**src/rtl/fc_pkg.sv**
```systemverilog
// rtl/fc_pkg.sv - shared constants, activation type and saturation helper for the fc layers
package fc_pkg;

  localparam int LANES = 32;
  localparam int ACT_W = 4;
  localparam int VEC_W = 128;

  typedef logic signed [ACT_W-1:0] act_t;

  typedef enum logic {
    ST_FILL   = 1'b0,
    ST_RESYNC = 1'b1
  } pack_state_e;

  // Clamp a wide signed value into the 4-bit activation range [-8, 7].
  function automatic act_t sat_act(input logic signed [31:0] v);
    if (v > 32'sd7) begin
      return act_t'(4'b0111);
    end else if (v < -32'sd8) begin
      return act_t'(4'b1000);
    end else begin
      return act_t'(v[3:0]);
    end
  endfunction

endpackage

```
**src/rtl/act_quant.sv**
```systemverilog
// rtl/act_quant.sv - combinational requantizer from a signed sum to a 4-bit activation
// Ports: din  - signed pre-activation sum (IN_W bits)
//        dout - saturated 4-bit signed activation
module act_quant
  import fc_pkg::*;
#(
  parameter int IN_W  = 9,
  parameter int SHIFT = 2,
  parameter int RELU  = 1
) (
  input  logic signed [IN_W-1:0] din,
  output act_t                   dout
);

  // Half of the shift divisor gives round-half-up; zero when SHIFT is 0.
  localparam int RND_I = (1 << SHIFT) >> 1;
  localparam logic signed [IN_W:0] RND = RND_I[IN_W:0];

  // One extra bit of headroom so the rounding add cannot wrap.
  logic signed [IN_W:0] x_ext;
  logic signed [IN_W:0] rounded;
  logic signed [IN_W:0] shifted;

  always_comb begin
    x_ext = {din[IN_W-1], din};
    if (RELU != 0 && din[IN_W-1]) begin
      x_ext = '0;
    end
    rounded = x_ext + RND;
    shifted = rounded >>> SHIFT;
    dout    = sat_act(32'(shifted));
  end

endmodule

```
**src/rtl/fc3_act_packer.sv**
```systemverilog
// rtl/fc3_act_packer.sv - requantize and pack 32 activations into double-buffered 128-bit frames
// Ports: clk, rst_n (async active-low)
//        s_data/s_valid/s_last/s_ready - beat stream of signed sums
//        m_vec/m_valid/m_ready         - packed frame output, lane 0 in bits [3:0]
//        frame_err                     - one-cycle pulse when a badly framed frame is dropped
module fc3_act_packer
  import fc_pkg::*;
#(
  parameter int IN_W  = 9,
  parameter int SHIFT = 2,
  parameter int RELU  = 1
) (
  input  logic                   clk,
  input  logic                   rst_n,
  input  logic signed [IN_W-1:0] s_data,
  input  logic                   s_valid,
  input  logic                   s_last,
  output logic                   s_ready,
  output logic [VEC_W-1:0]       m_vec,
  output logic                   m_valid,
  input  logic                   m_ready,
  output logic                   frame_err
);

  pack_state_e           state_q, state_d;
  logic                  wr_bank_q, wr_bank_d;
  logic                  rd_bank_q, rd_bank_d;
  logic [4:0]            lane_q, lane_d;
  logic [1:0]            full_q, full_d;
  logic [1:0][VEC_W-1:0] bank_q, bank_d;
  logic                  frame_err_q, frame_err_d;

  act_t act;
  logic accept;
  logic drain;

  act_quant #(
    .IN_W (IN_W),
    .SHIFT(SHIFT),
    .RELU (RELU)
  ) u_act_quant (
    .din (s_data),
    .dout(act)
  );

  // In RESYNC beats are swallowed regardless of bank occupancy.
  assign s_ready   = ~full_q[wr_bank_q] | (state_q == ST_RESYNC);
  assign m_valid   = full_q[rd_bank_q];
  assign m_vec     = bank_q[rd_bank_q];
  assign frame_err = frame_err_q;

  assign accept = s_valid & s_ready;
  assign drain  = m_valid & m_ready;

  always_comb begin
    state_d     = state_q;
    wr_bank_d   = wr_bank_q;
    rd_bank_d   = rd_bank_q;
    lane_d      = lane_q;
    full_d      = full_q;
    bank_d      = bank_q;
    frame_err_d = 1'b0;

    // A commit can only target a non-full bank and a drain only a full one,
    // so the two never touch the same bank in one cycle.
    if (drain) begin
      full_d[rd_bank_q] = 1'b0;
      rd_bank_d         = ~rd_bank_q;
    end

    if (accept) begin
      if (state_q == ST_FILL) begin
        bank_d[wr_bank_q][{lane_q, 2'b00} +: ACT_W] = act;
        if (lane_q == 5'(LANES - 1)) begin
          lane_d = '0;
          if (s_last) begin
            full_d[wr_bank_q] = 1'b1;
            wr_bank_d         = ~wr_bank_q;
          end else begin
            frame_err_d = 1'b1;
            state_d     = ST_RESYNC;
          end
        end else if (s_last) begin
          lane_d      = '0;
          frame_err_d = 1'b1;
        end else begin
          lane_d = lane_q + 5'd1;
        end
      end else if (s_last) begin
        state_d = ST_FILL;
      end
    end
  end

  always_ff @(posedge clk or negedge rst_n) begin
    if (!rst_n) begin
      state_q     <= ST_FILL;
      wr_bank_q   <= 1'b0;
      rd_bank_q   <= 1'b0;
      lane_q      <= '0;
      full_q      <= '0;
      bank_q      <= '0;
      frame_err_q <= 1'b0;
    end else begin
      state_q     <= state_d;
      wr_bank_q   <= wr_bank_d;
      rd_bank_q   <= rd_bank_d;
      lane_q      <= lane_d;
      full_q      <= full_d;
      bank_q      <= bank_d;
      frame_err_q <= frame_err_d;
    end
  end

endmodule

```
**config.mk**
```make
export PLATFORM = sky130hd
export DESIGN_NAME = fc3_act_packer
export DESIGN_NICKNAME = d
export VERILOG_FILES = /design/src/rtl/fc_pkg.sv /design/src/rtl/act_quant.sv /design/src/rtl/fc3_act_packer.sv
export SDC_FILE = /design/constraint.sdc
export NUM_CORES = 1
export LEC_CHECK = 0
export CELL_PAD_IN_SITES_DETAIL_PLACEMENT = 1
export CELL_PAD_IN_SITES_GLOBAL_PLACEMENT = 1
export CORE_UTILIZATION = 50
export CTS_BUF_LIST = sky130_fd_sc_hd__clkbuf_16
export CTS_CLUSTER_DIAMETER = 40
export DETAILED_ROUTE_END_ITERATION = 10
export GPL_TIMING_DRIVEN = 0
export PLACE_DENSITY_LB_ADDON = 0.3
export RECOVER_POWER = 25
export SLEW_MARGIN = 20
export SYNTH_ARGS = -nofsm -noshare
export SYNTH_HDL_FRONTEND = slang
export SYNTH_HIERARCHICAL = 1
export SYNTH_SLANG_ARGS = --single-unit
```
**constraint.sdc**
```tcl
create_clock -name clk -period 5.5 [get_ports clk]
set_input_delay 1.1 -clock clk [delete_from_list [all_inputs] [get_ports clk]]
set_output_delay 1.1 -clock clk [all_outputs]
set_load 0.005 [all_outputs]
```
==> impl_metrics.ini, run 1 <==
[logic_synthesis]
synth-edff-count = 0
synth_area_leaders = dfrtp_1 52%, mux2_2 34%, nor3b_2 1.4%, nor2_1 1.4%, a21oi_2 1.2%
synth.net_count = 964
synth_most_common_cell = mux2_2
synth_adder_area_share_pct = 0.881
synth-xor-area-share_pct = 0.460
ys_seq_area_share_pct = 52.3
netlist.area_leader.share_pct = 52.3
netlist_instances = 941
ys.flop_type = dfrtp_1
synthArstFlopShare_pct = 100
ys_seq_elements = 267
yosys.area_share.simple_pct = 7.51
ys_types = 49
synthTopCellsByCount = 383 x mux2_2, 267 x dfrtp_1, 46 x nor2_1
avgSynthCellArea_um2 = 13.6
synthMuxAreaShare_pct = 34.1
synth_top_family_by_area = multiplexers
syn_area_um2 = 12800
synth_compound_area_share_pct = 3.04
synth_top_cell_by_area = dfrtp_1
yosysWarnings = 6

[layout]
drive_gt1_share_pct = 43.9
area_delta_synth_final_pct = 25.8
fillCellCount = 2406
fin_util_pct = 64.1
insertedDiodeCount = 0
regArea_um2 = 6680
multiInputGateArea_um2 = 5880
final_nets = 1153

[pwr]
powerDensity_nw_per_um2 = 340
p_total_mw = 5.47
irDropWorstVdd_uv = 243
power.leakage_nw = 7.43

[floorplanning]
core-area_um2 = 25100
io_pins = 145
die-area_um2 = 26200
die_x_um = 162
die_y_um = 162
start_util_pct = 50.9
rows = 58

[worst_setup_path]
crit_top_cell = clkbuf_1
critPathBufInv = 4
cp_cell_sequence = clkbuf_1, clkbuf_1, clkbuf_1, mux2_2, clkdlybuf4s50_1
crit_slowest_cell = clkbuf_1
crit_required_ns = 4.40
critPathCaptureType = output pin
crit_type = reg2out
slowest_delay_ns = 0.70
worst_setup_path_start_kind = flop
worstPathMaxFanout = 10
reg2reg_setup_slack_ns = 1.56
crit_family = buffers and inverters
cp.arrival_ns = 3.51

[clocking]
post_cts_resized = 0
cts_setup_buffers = 0
cts_buffers = 42
clk_latency_ns = 0.53
clkTransAtPathRegs_ns = 0.05
ctsHoldBuffers = 0
htree_num_levels = 2
cts_tree = done
root_buffer = clkbuf_16
clockBufferDepth = 3
cts_sinks = 267

[grt]
antenna_found_initial = 0
grt-ovfl-total = 0
grt_pass1_vias = 10100
grt_pass1_wl_um = 61600
gr-usage-all-layers_pct = 30.9
grt_max_degree = 100

[sta]
hold_slack_ns = 0.498
period_needed_ns = 4.61
maxSlewHeadroom_pct = -152
tns_ns = 0
rsz0062_at_grt = false
finalCritPeriodShare_pct = 83.8
worst_slack_ns = 0.890
setup_viol_count_final = 0
worstMarginPinSlew_ns = 3.78
finalClockSkew_ns = 0.0143
hold_viol = 0
fmax_mhz = 217
finalMaxSlewViolations = 76

[drt]
wl_um = 38900
num_vias = 8829
drc_errors = 0
wl_per_cell_um = 26.1
drtIter0Drc = 600
dr.pass1.iters = 5
ant_nets = 0
vias_per_cell = 5.92

[placement]
place.port_buffers = 143
dp_slack_ns = 1.02
place_congestion = 0.868
post-dp-hpwl_um = 25200

[hold_path]
hold_path.class = reg2reg

[status]
status = complete, but fails checks
violations = max-capacitance violations, max-slew violations

[job]
max_cap_violations = 1
-- layout by cell type, fill, tap and decap left out, types with 2 or more instances in the layout --
| master | Yosys | layout |
|---|---|---|
| mux2_2 | 383 | 383 |
| dfrtp_1 | 267 | 267 |
| clkdlybuf4s50_1 | 0 | 142 |
| nor2_1 | 46 | 46 |
| clkbuf_16 | 0 | 43 |
| clkbuf_1 | 27 | 27 |
| nor3_1 | 25 | 25 |
| nand3_1 | 24 | 24 |
| a21oi_1 | 20 | 20 |
| nand2_1 | 17 | 17 |
| a21oi_2 | 17 | 17 |
| nor3b_2 | 14 | 14 |
| buf_2 | 11 | 11 |
| nor2b_1 | 11 | 11 |
| ha_1 | 9 | 9 |
| o21ai_0 | 8 | 8 |
| buf_4 | 7 | 7 |
| inv_1 | 4 | 6 |
| clkinv_1 | 0 | 6 |
| clkinvlp_4 | 0 | 5 |
| bufinv_16 | 0 | 5 |
| clkinv_2 | 0 | 5 |
| nand4_1 | 4 | 4 |
| inv_6 | 0 | 4 |
| clkinv_4 | 0 | 4 |
| nand3b_1 | 3 | 3 |
| and3b_1 | 3 | 3 |
| nand2b_1 | 3 | 3 |
| a31oi_1 | 3 | 3 |
| mux2i_1 | 2 | 2 |
| xor2_1 | 2 | 2 |
| nor3b_1 | 2 | 2 |
| o21ai_1 | 2 | 2 |
| and2_1 | 2 | 2 |
| o31ai_1 | 2 | 2 |
| mux2_1 | 2 | 2 |
| buf_16 | 0 | 2 |
-- area by class of cell --
cell class | count | area share [%]
Tap cell | 330 | 2.57
Buffer | 45 | 1.30
Clock buffer | 43 | 6.69
Sequential cell | 267 | 41.5
Timing Repair Buffer | 145 | 9.26
Inverter | 4 | 0.0933
Clock inverter | 32 | 2.01
Multi-Input combinational cell | 625 | 36.5
-- through the flow --
step           cell area (um^2)  instances
2_1_floorplan             12800        941
3_3_place_gp              14600       1414
3_5_place_dp              14700       1416
4_1_cts                   16100       1491
5_1_grt                   16100       1491
6_report                  16100       1491
-- metal layers --
metal	GRT usage (%)	part of all wire [%]	vias up
met5	0	0	-
met4	11.1	3.6	0
met3	5.95	5.6	120
met2	52.8	50	320
met1	39.1	41	4600
li1	-	-	3789
-- state kept, by name (all words and copies together) (netlist names) --
| name | count |
|---|---|
| bank_q | 256 |
| lane_q | 5 |
| full_q | 2 |
| frame_err | 1 |
| rd_bank_q | 1 |
| state_q | 1 |
| wr_bank_q | 1 |
-- final timing paths --
kind	start	end	cells after the start
max	rd_bank_q	m_vec[101]	5
min	bank_q[72]	bank_q[72]	1
max reg2reg	lane_q[0]	bank_q[189]	9
min reg2reg	bank_q[72]	bank_q[72]	1
max in group asynchronous	rst_n	bank_q[23]	1
min in group asynchronous	rst_n	bank_q[1]	1
-- logic make-up after synthesis --
family	Yosys count
XOR/XNOR	5
AO/OA/AOI/OAI	58
adder cells (fa/ha/maj)	9
other	1
flip-flops	267
buffers and inverters	49
AND/OR/NAND/NOR	165
multiplexers	387
-- worst reg2reg max path: stages, from the launching register on --
cell and delay [ns]:
dfrtp_1 0.42, clkbuf_1 0.33, clkbuf_1 0.42, inv_1 0.18, ha_1 0.32, and3b_1 0.21
a2bb2oi_1 0.92, buf_2 0.48, nor2_1 0.23, mux2_2 0.32
-- report_power, final --
group / switching (mW) / internal (mW)
logic: 0.400 / 0.313
registers: 0.0467 / 2.04
clock network: 0.995 / 1.67
(Power assumes the default switching activity.)
==> inputs of run 2 (changes only) <==
--- a/config.mk
+++ b/config.mk
@@ -7,7 +7,7 @@
 export LEC_CHECK = 0
 export CELL_PAD_IN_SITES_DETAIL_PLACEMENT = 1
 export CELL_PAD_IN_SITES_GLOBAL_PLACEMENT = 1
-export CORE_UTILIZATION = 50
+export CORE_UTILIZATION = 42
 export CTS_BUF_LIST = sky130_fd_sc_hd__clkbuf_16
 export CTS_CLUSTER_DIAMETER = 40
 export DETAILED_ROUTE_END_ITERATION = 10
==> constraint.sdc (replaced) <==
create_clock -name clk -period 3.9 [get_ports clk]
set_input_delay 0.78 -clock clk [delete_from_list [all_inputs] [get_ports clk]]
set_output_delay 0.78 -clock clk [all_outputs]
set_load 0.005 [all_outputs]
==> run 2 against run 1 <==
The run still ends with max-capacitance violations, max-slew violations left. Power rose by 38%. Sequential power rose by 41%. First-iteration DRC count fell by 32%. Clock power rose by 36%. Flip-flop and latch count did not move. Global-route usage fell by 6.5 points. Die area rose by 19%. Via count fell by 2.5%. Final cell count rose by 3.9%. Core utilization fell by 10 points. Largest cell class unchanged. Largest power group unchanged.
==> impl_metrics.ini, run 2 (synthesized netlist as in run 1, its figures left out) <==
[worst_setup_path]
crit_type = reg2reg
cp_cell_sequence = clkbuf_1, clkbuf_1, inv_1, ha_1, xnor2_2, buf_2, nand3_1, nor3b_2, mux2_2
cp.arrival_ns = 4.13
slowest_delay_ns = 0.50
worst_setup_path_start_kind = flop
critPathCaptureType = flop
crit_slowest_cell = nor3b_2
crit_family = buffers and inverters
crit_top_cell = clkbuf_1
worstPathMaxFanout = 10
crit_required_ns = 4.31
critPathBufInv = 4

[layout]
largest_register_ffs = 256
fillCellCount = 2967
mostFrequentLayoutCells = 383 x mux2_2, 267 x dfrtp_1, 142 x clkdlybuf4s50_1
final_nets = 1152
final_common_cell = mux2_2
regMostFlops = bank_q
insertedDiodeCount = 0
drive_gt1_share_pct = 45.1
area_delta_synth_final_pct = 25.9
stdcell_area_um2 = 16100
top_regs = bank_q x256, lane_q x5, full_q x2

[sta]
period_needed_ns = 3.72
worst_slack_ns = 0.181
hold_viol = 0
fmax_mhz = 269
maxSlewHeadroom_pct = -29.5
finalClockSkew_ns = 0.0220
setup_viol_count_final = 0
finalCritPeriodShare_pct = 95.3
worstMarginPinSlew_ns = 1.94
finalMaxSlewViolations = 76

[clocking]
cts_tree = done
htree_num_levels = 2
root_buffer = clkbuf_16
clockBufferDepth = 3
clk_latency_ns = 0.53
cts_setup_buffers = 0
clkTransAtPathRegs_ns = 0.06
cts_sinks = 267
cts_buffers = 41

[drt]
dr.pass1.iters = 5
vias_per_cell = 5.56
drtIter0Drc = 410
ant_nets = 0
num_vias = 8606
drc_errors = 0
wl_per_cell_um = 23.5
wl_um = 36400

[placement]
place.port_buffers = 143
place_congestion = 0.841
post-dp-hpwl_um = 25100
place_area_um2 = 14800
dp_slack_ns = -0.256

[floorplanning]
die_y_um = 176
start_util_pct = 42.9
die_x_um = 176
io_pins = 145
rows = 63
die-area_um2 = 31100
core-area_um2 = 29800

[grt]
grt_pass1_wl_um = 57200
grt_max_degree = 100
grt_pass1_vias = 9566
grt-ovfl-total = 0
antenna_found_initial = 0
gr-usage-all-layers_pct = 24.4

[hold_path]
hold_path.class = reg2reg

[status]
violations = max-capacitance violations, max-slew violations
status = complete, but fails checks

[pwr]
irDropWorstVdd_uv = 284
power.leakage_nw = 7.43
powerDensity_nw_per_um2 = 468

[job]
max_cap_violations = 1
-- run 2: report_power, final --
part | internal [mW] | switching, mW
combinational | 0.435 | 0.541
sequential | 2.88 | 0.0592
clock | 2.27 | 1.34
total | 5.58 | 1.94
-- run 2: what timing repair did --
item,4_1_cts,5_1_grt
setup endpoints to repair,66,60
hold buffers,0,0
gates cloned,0,0
resized for setup,5,9
-- run 2: per-layer routing --
metal  GRT usage (%)  wire [um]  up-vias
met2            40.4      17600      244
met3            3.77       1670       85
met4            8.87       1240        0
li1                -          -     3776
met5               0          0        -
met1            32.3      15900     4501
-- run 2: stage by stage --
step | setup TNS (ns) | cells | power (mW) | hold slack (ns) | util (%)
floorplan | 0 | 941 | 3.45 | 0.454 | -
global placement | -2509.26 | 1474 | 3.92 | 0.469 | 49.3
detailed placement | -1.87 | 1476 | 3.95 | 0.484 | 49.6
CTS | 0 | 1549 | 7.59 | 0.263 | 54.1
global route | -0.0369 | 1549 | 7.80 | 0.516 | 54.0
finish | 0 | 1549 | 7.53 | 0.501 | 54.0
-- run 2: worst paths after layout --
| path | from | slack (ns) | endpoint | cells after the start |
|---|---|---|---|---|
| max in group asynchronous | rst_n | 0.76 | bank_q[89] | 2 |
| setup / recovery | lane_q[0] | 0.18 | bank_q[110] | 9 |
| hold reg to reg | bank_q[215] | 0.50 | bank_q[215] | 1 |
| hold / removal | bank_q[215] | 0.50 | bank_q[215] | 1 |
| setup reg to reg | lane_q[0] | 0.18 | bank_q[110] | 9 |
| min in group asynchronous | rst_n | 0.79 | bank_q[144] | 1 |
-- run 2: cell type report --
class,instances,area (um^2),area share [%]
sequential,267,6680,41.5
multi-input combinational,625,5890,36.6
timing repair buffer,145,1440,8.96
clock buffer,41,1030,6.38
tap,390,488,3.03
clock inverter,32,325,2.02
buffer,45,219,1.36
inverter,4,15.0,0.0933
==> inputs of run 3 (changes only) <==
--- a/config.mk
+++ b/config.mk
@@ -7,6 +7,8 @@
 export LEC_CHECK = 0
 export CELL_PAD_IN_SITES_DETAIL_PLACEMENT = 1
 export CELL_PAD_IN_SITES_GLOBAL_PLACEMENT = 1
+export CORE_ASPECT_RATIO = 0.75
+export CORE_MARGIN = 2
 export CORE_UTILIZATION = 42
 export CTS_BUF_LIST = sky130_fd_sc_hd__clkbuf_16
 export CTS_CLUSTER_DIAMETER = 40
==> run 3 against run 2 <==
The run still ends with max-capacitance violations, max-slew violations left. Non-clock buffer count unchanged. Maximum frequency fell by 0.40%. Sequential power about the same. Final area shrank 0.50%. Flip-flop and latch count unchanged. Combinational power about the same.
==> impl_metrics.ini, run 3 (synthesized netlist as in run 1, its figures left out) <==
[drt]
vias_per_cell = 5.52
num_vias = 8592
dr.pass1.iters = 4
wl_per_cell_um = 23.9
ant_nets = 0
drc_errors = 0
wl_um = 37100
drtIter0Drc = 426

[grt]
grt_max_degree = 100
gr-usage-all-layers_pct = 23.9
grt_pass1_vias = 9459
grt-ovfl-total = 0
antenna_found_initial = 1
grt_pass1_wl_um = 57600

[worst_setup_path]
worst_setup_path_start_kind = flop
crit_path_start = rd_bank_q
critPathBufInv = 4
cp_cell_sequence = clkbuf_1, clkbuf_2, clkbuf_2, mux2_2, clkdlybuf4s50_1
crit_type = reg2out
worstPathMaxFanout = 10
critPathCaptureType = output pin
slowest_delay_ns = 0.47
cp.arrival_ns = 2.95
crit_required_ns = 3.12
crit_top_cell = clkbuf_2
crit_family = buffers and inverters
crit_slowest_cell = clkdlybuf4s50_1
timing.rr.start = lane_q[0]

[sta]
tns_ns = 0
rsz0062_at_grt = false
hold_viol = 0
worst_slack_ns = 0.166
finalMaxSlewViolations = 75
period_needed_ns = 3.73
maxSlewHeadroom_pct = -22.6
setup_viol_count_final = 0
finalClockSkew_ns = 0.0113
fmax_mhz = 268
finalCritPeriodShare_pct = 95.7
worstMarginPinSlew_ns = 1.84

[status]
violations = max-capacitance violations, max-slew violations
status = complete, but fails checks

[layout]
drive_gt1_share_pct = 44.5
final_common_cell = mux2_2
final_cells = 1556
fin_util_pct = 53.2
mostFrequentLayoutCells = 383 x mux2_2, 267 x dfrtp_1, 142 x clkdlybuf4s50_1
largest_register_ffs = 256
area_delta_synth_final_pct = 25.2
top_regs = bank_q x256, lane_q x5, full_q x2
regMostFlops = bank_q
final_nets = 1149
fillCellCount = 2966
stdcell_area_um2 = 16000

[clocking]
ctsHoldBuffers = 0
cts_tree = done
cts_sinks = 267
clk_latency_ns = 0.52
htree_num_levels = 2
clkTransAtPathRegs_ns = 0.05
cts_buffers = 38
root_buffer = clkbuf_16
clockBufferDepth = 3

[placement]
place.port_buffers = 143
place_area_um2 = 14800
dpl.cell_count = 1485
post-dp-hpwl_um = 26500
place_congestion = 0.837
dp_slack_ns = -0.281

[pwr]
power.leakage_nw = 7.39
powerDensity_nw_per_um2 = 456
irDropWorstVdd_uv = 245

[floorplanning]
die_x_um = 205
core-area_um2 = 30100
start_util_pct = 42.5
die_y_um = 155
io_pins = 145
die-area_um2 = 31900
rows = 55

[job]
max_cap_violations = 1

[hold_path]
hp-start = bank_q[12]
hold_path.class = reg2reg
run 3: worst paths after layout:
| path | endpoint | slack (ns) | cells past startpoint |
|---|---|---|---|
| min in group asynchronous | bank_q[193] | 0.74 | 1 |
| max in group asynchronous | bank_q[42] | 0.76 | 2 |
| min reg2reg | bank_q[12] | 0.49 | 1 |
| max reg2reg | bank_q[68] | 0.22 | 9 |
| min | bank_q[12] | 0.49 | 1 |
| max | m_vec[126] | 0.17 | 5 |
run 3: stage by stage:
stage	hold WS, ns	power [mW]
4_1_cts	0.257	7.36
3_3_place_gp	0.470	3.92
3_5_place_dp	0.487	3.95
2_1_floorplan	0.454	3.45
5_1_grt	0.514	7.57
6_report	0.493	7.31
run 3: final cells by class:
cell class / instances / area, um^2 / area share, %
antenna: 1 / 2.50 / 0.0156
clock inverter: 29 / 231 / 1.45
tap: 399 / 499 / 3.12
timing repair buffer: 145 / 1440 / 9.00
inverter: 4 / 15.0 / 0.0938
sequential: 267 / 6680 / 41.7
buffer: 45 / 220 / 1.38
clock buffer: 41 / 1030 / 6.41
multi-input combinational: 625 / 5890 / 36.8
run 3: per-layer routing:
layer | routed length (um) | share of wire, % | global-route usage, %
met1 | 17200 | 46 | 33.6
met2 | 16800 | 45 | 37.4
met3 | 2250 | 6.1 | 5.26
met4 | 903 | 2.4 | 6.82
met5 | 0 | 0 | 0
run 3: timing repair:
action	in CTS	in global routing
endpoints found under the setup margin	66	30
gates cloned	0	0
gates resized for setup	8	5
setup buffers	0	0
run 3: where the power goes:
part	leakage, nW	internal (mW)	total, mW	switching (mW)
Clock	0.630	2.10	3.39	1.29
Sequential	3.70	2.88	2.94	0.0564
Combinational	3.06	0.435	0.978	0.542
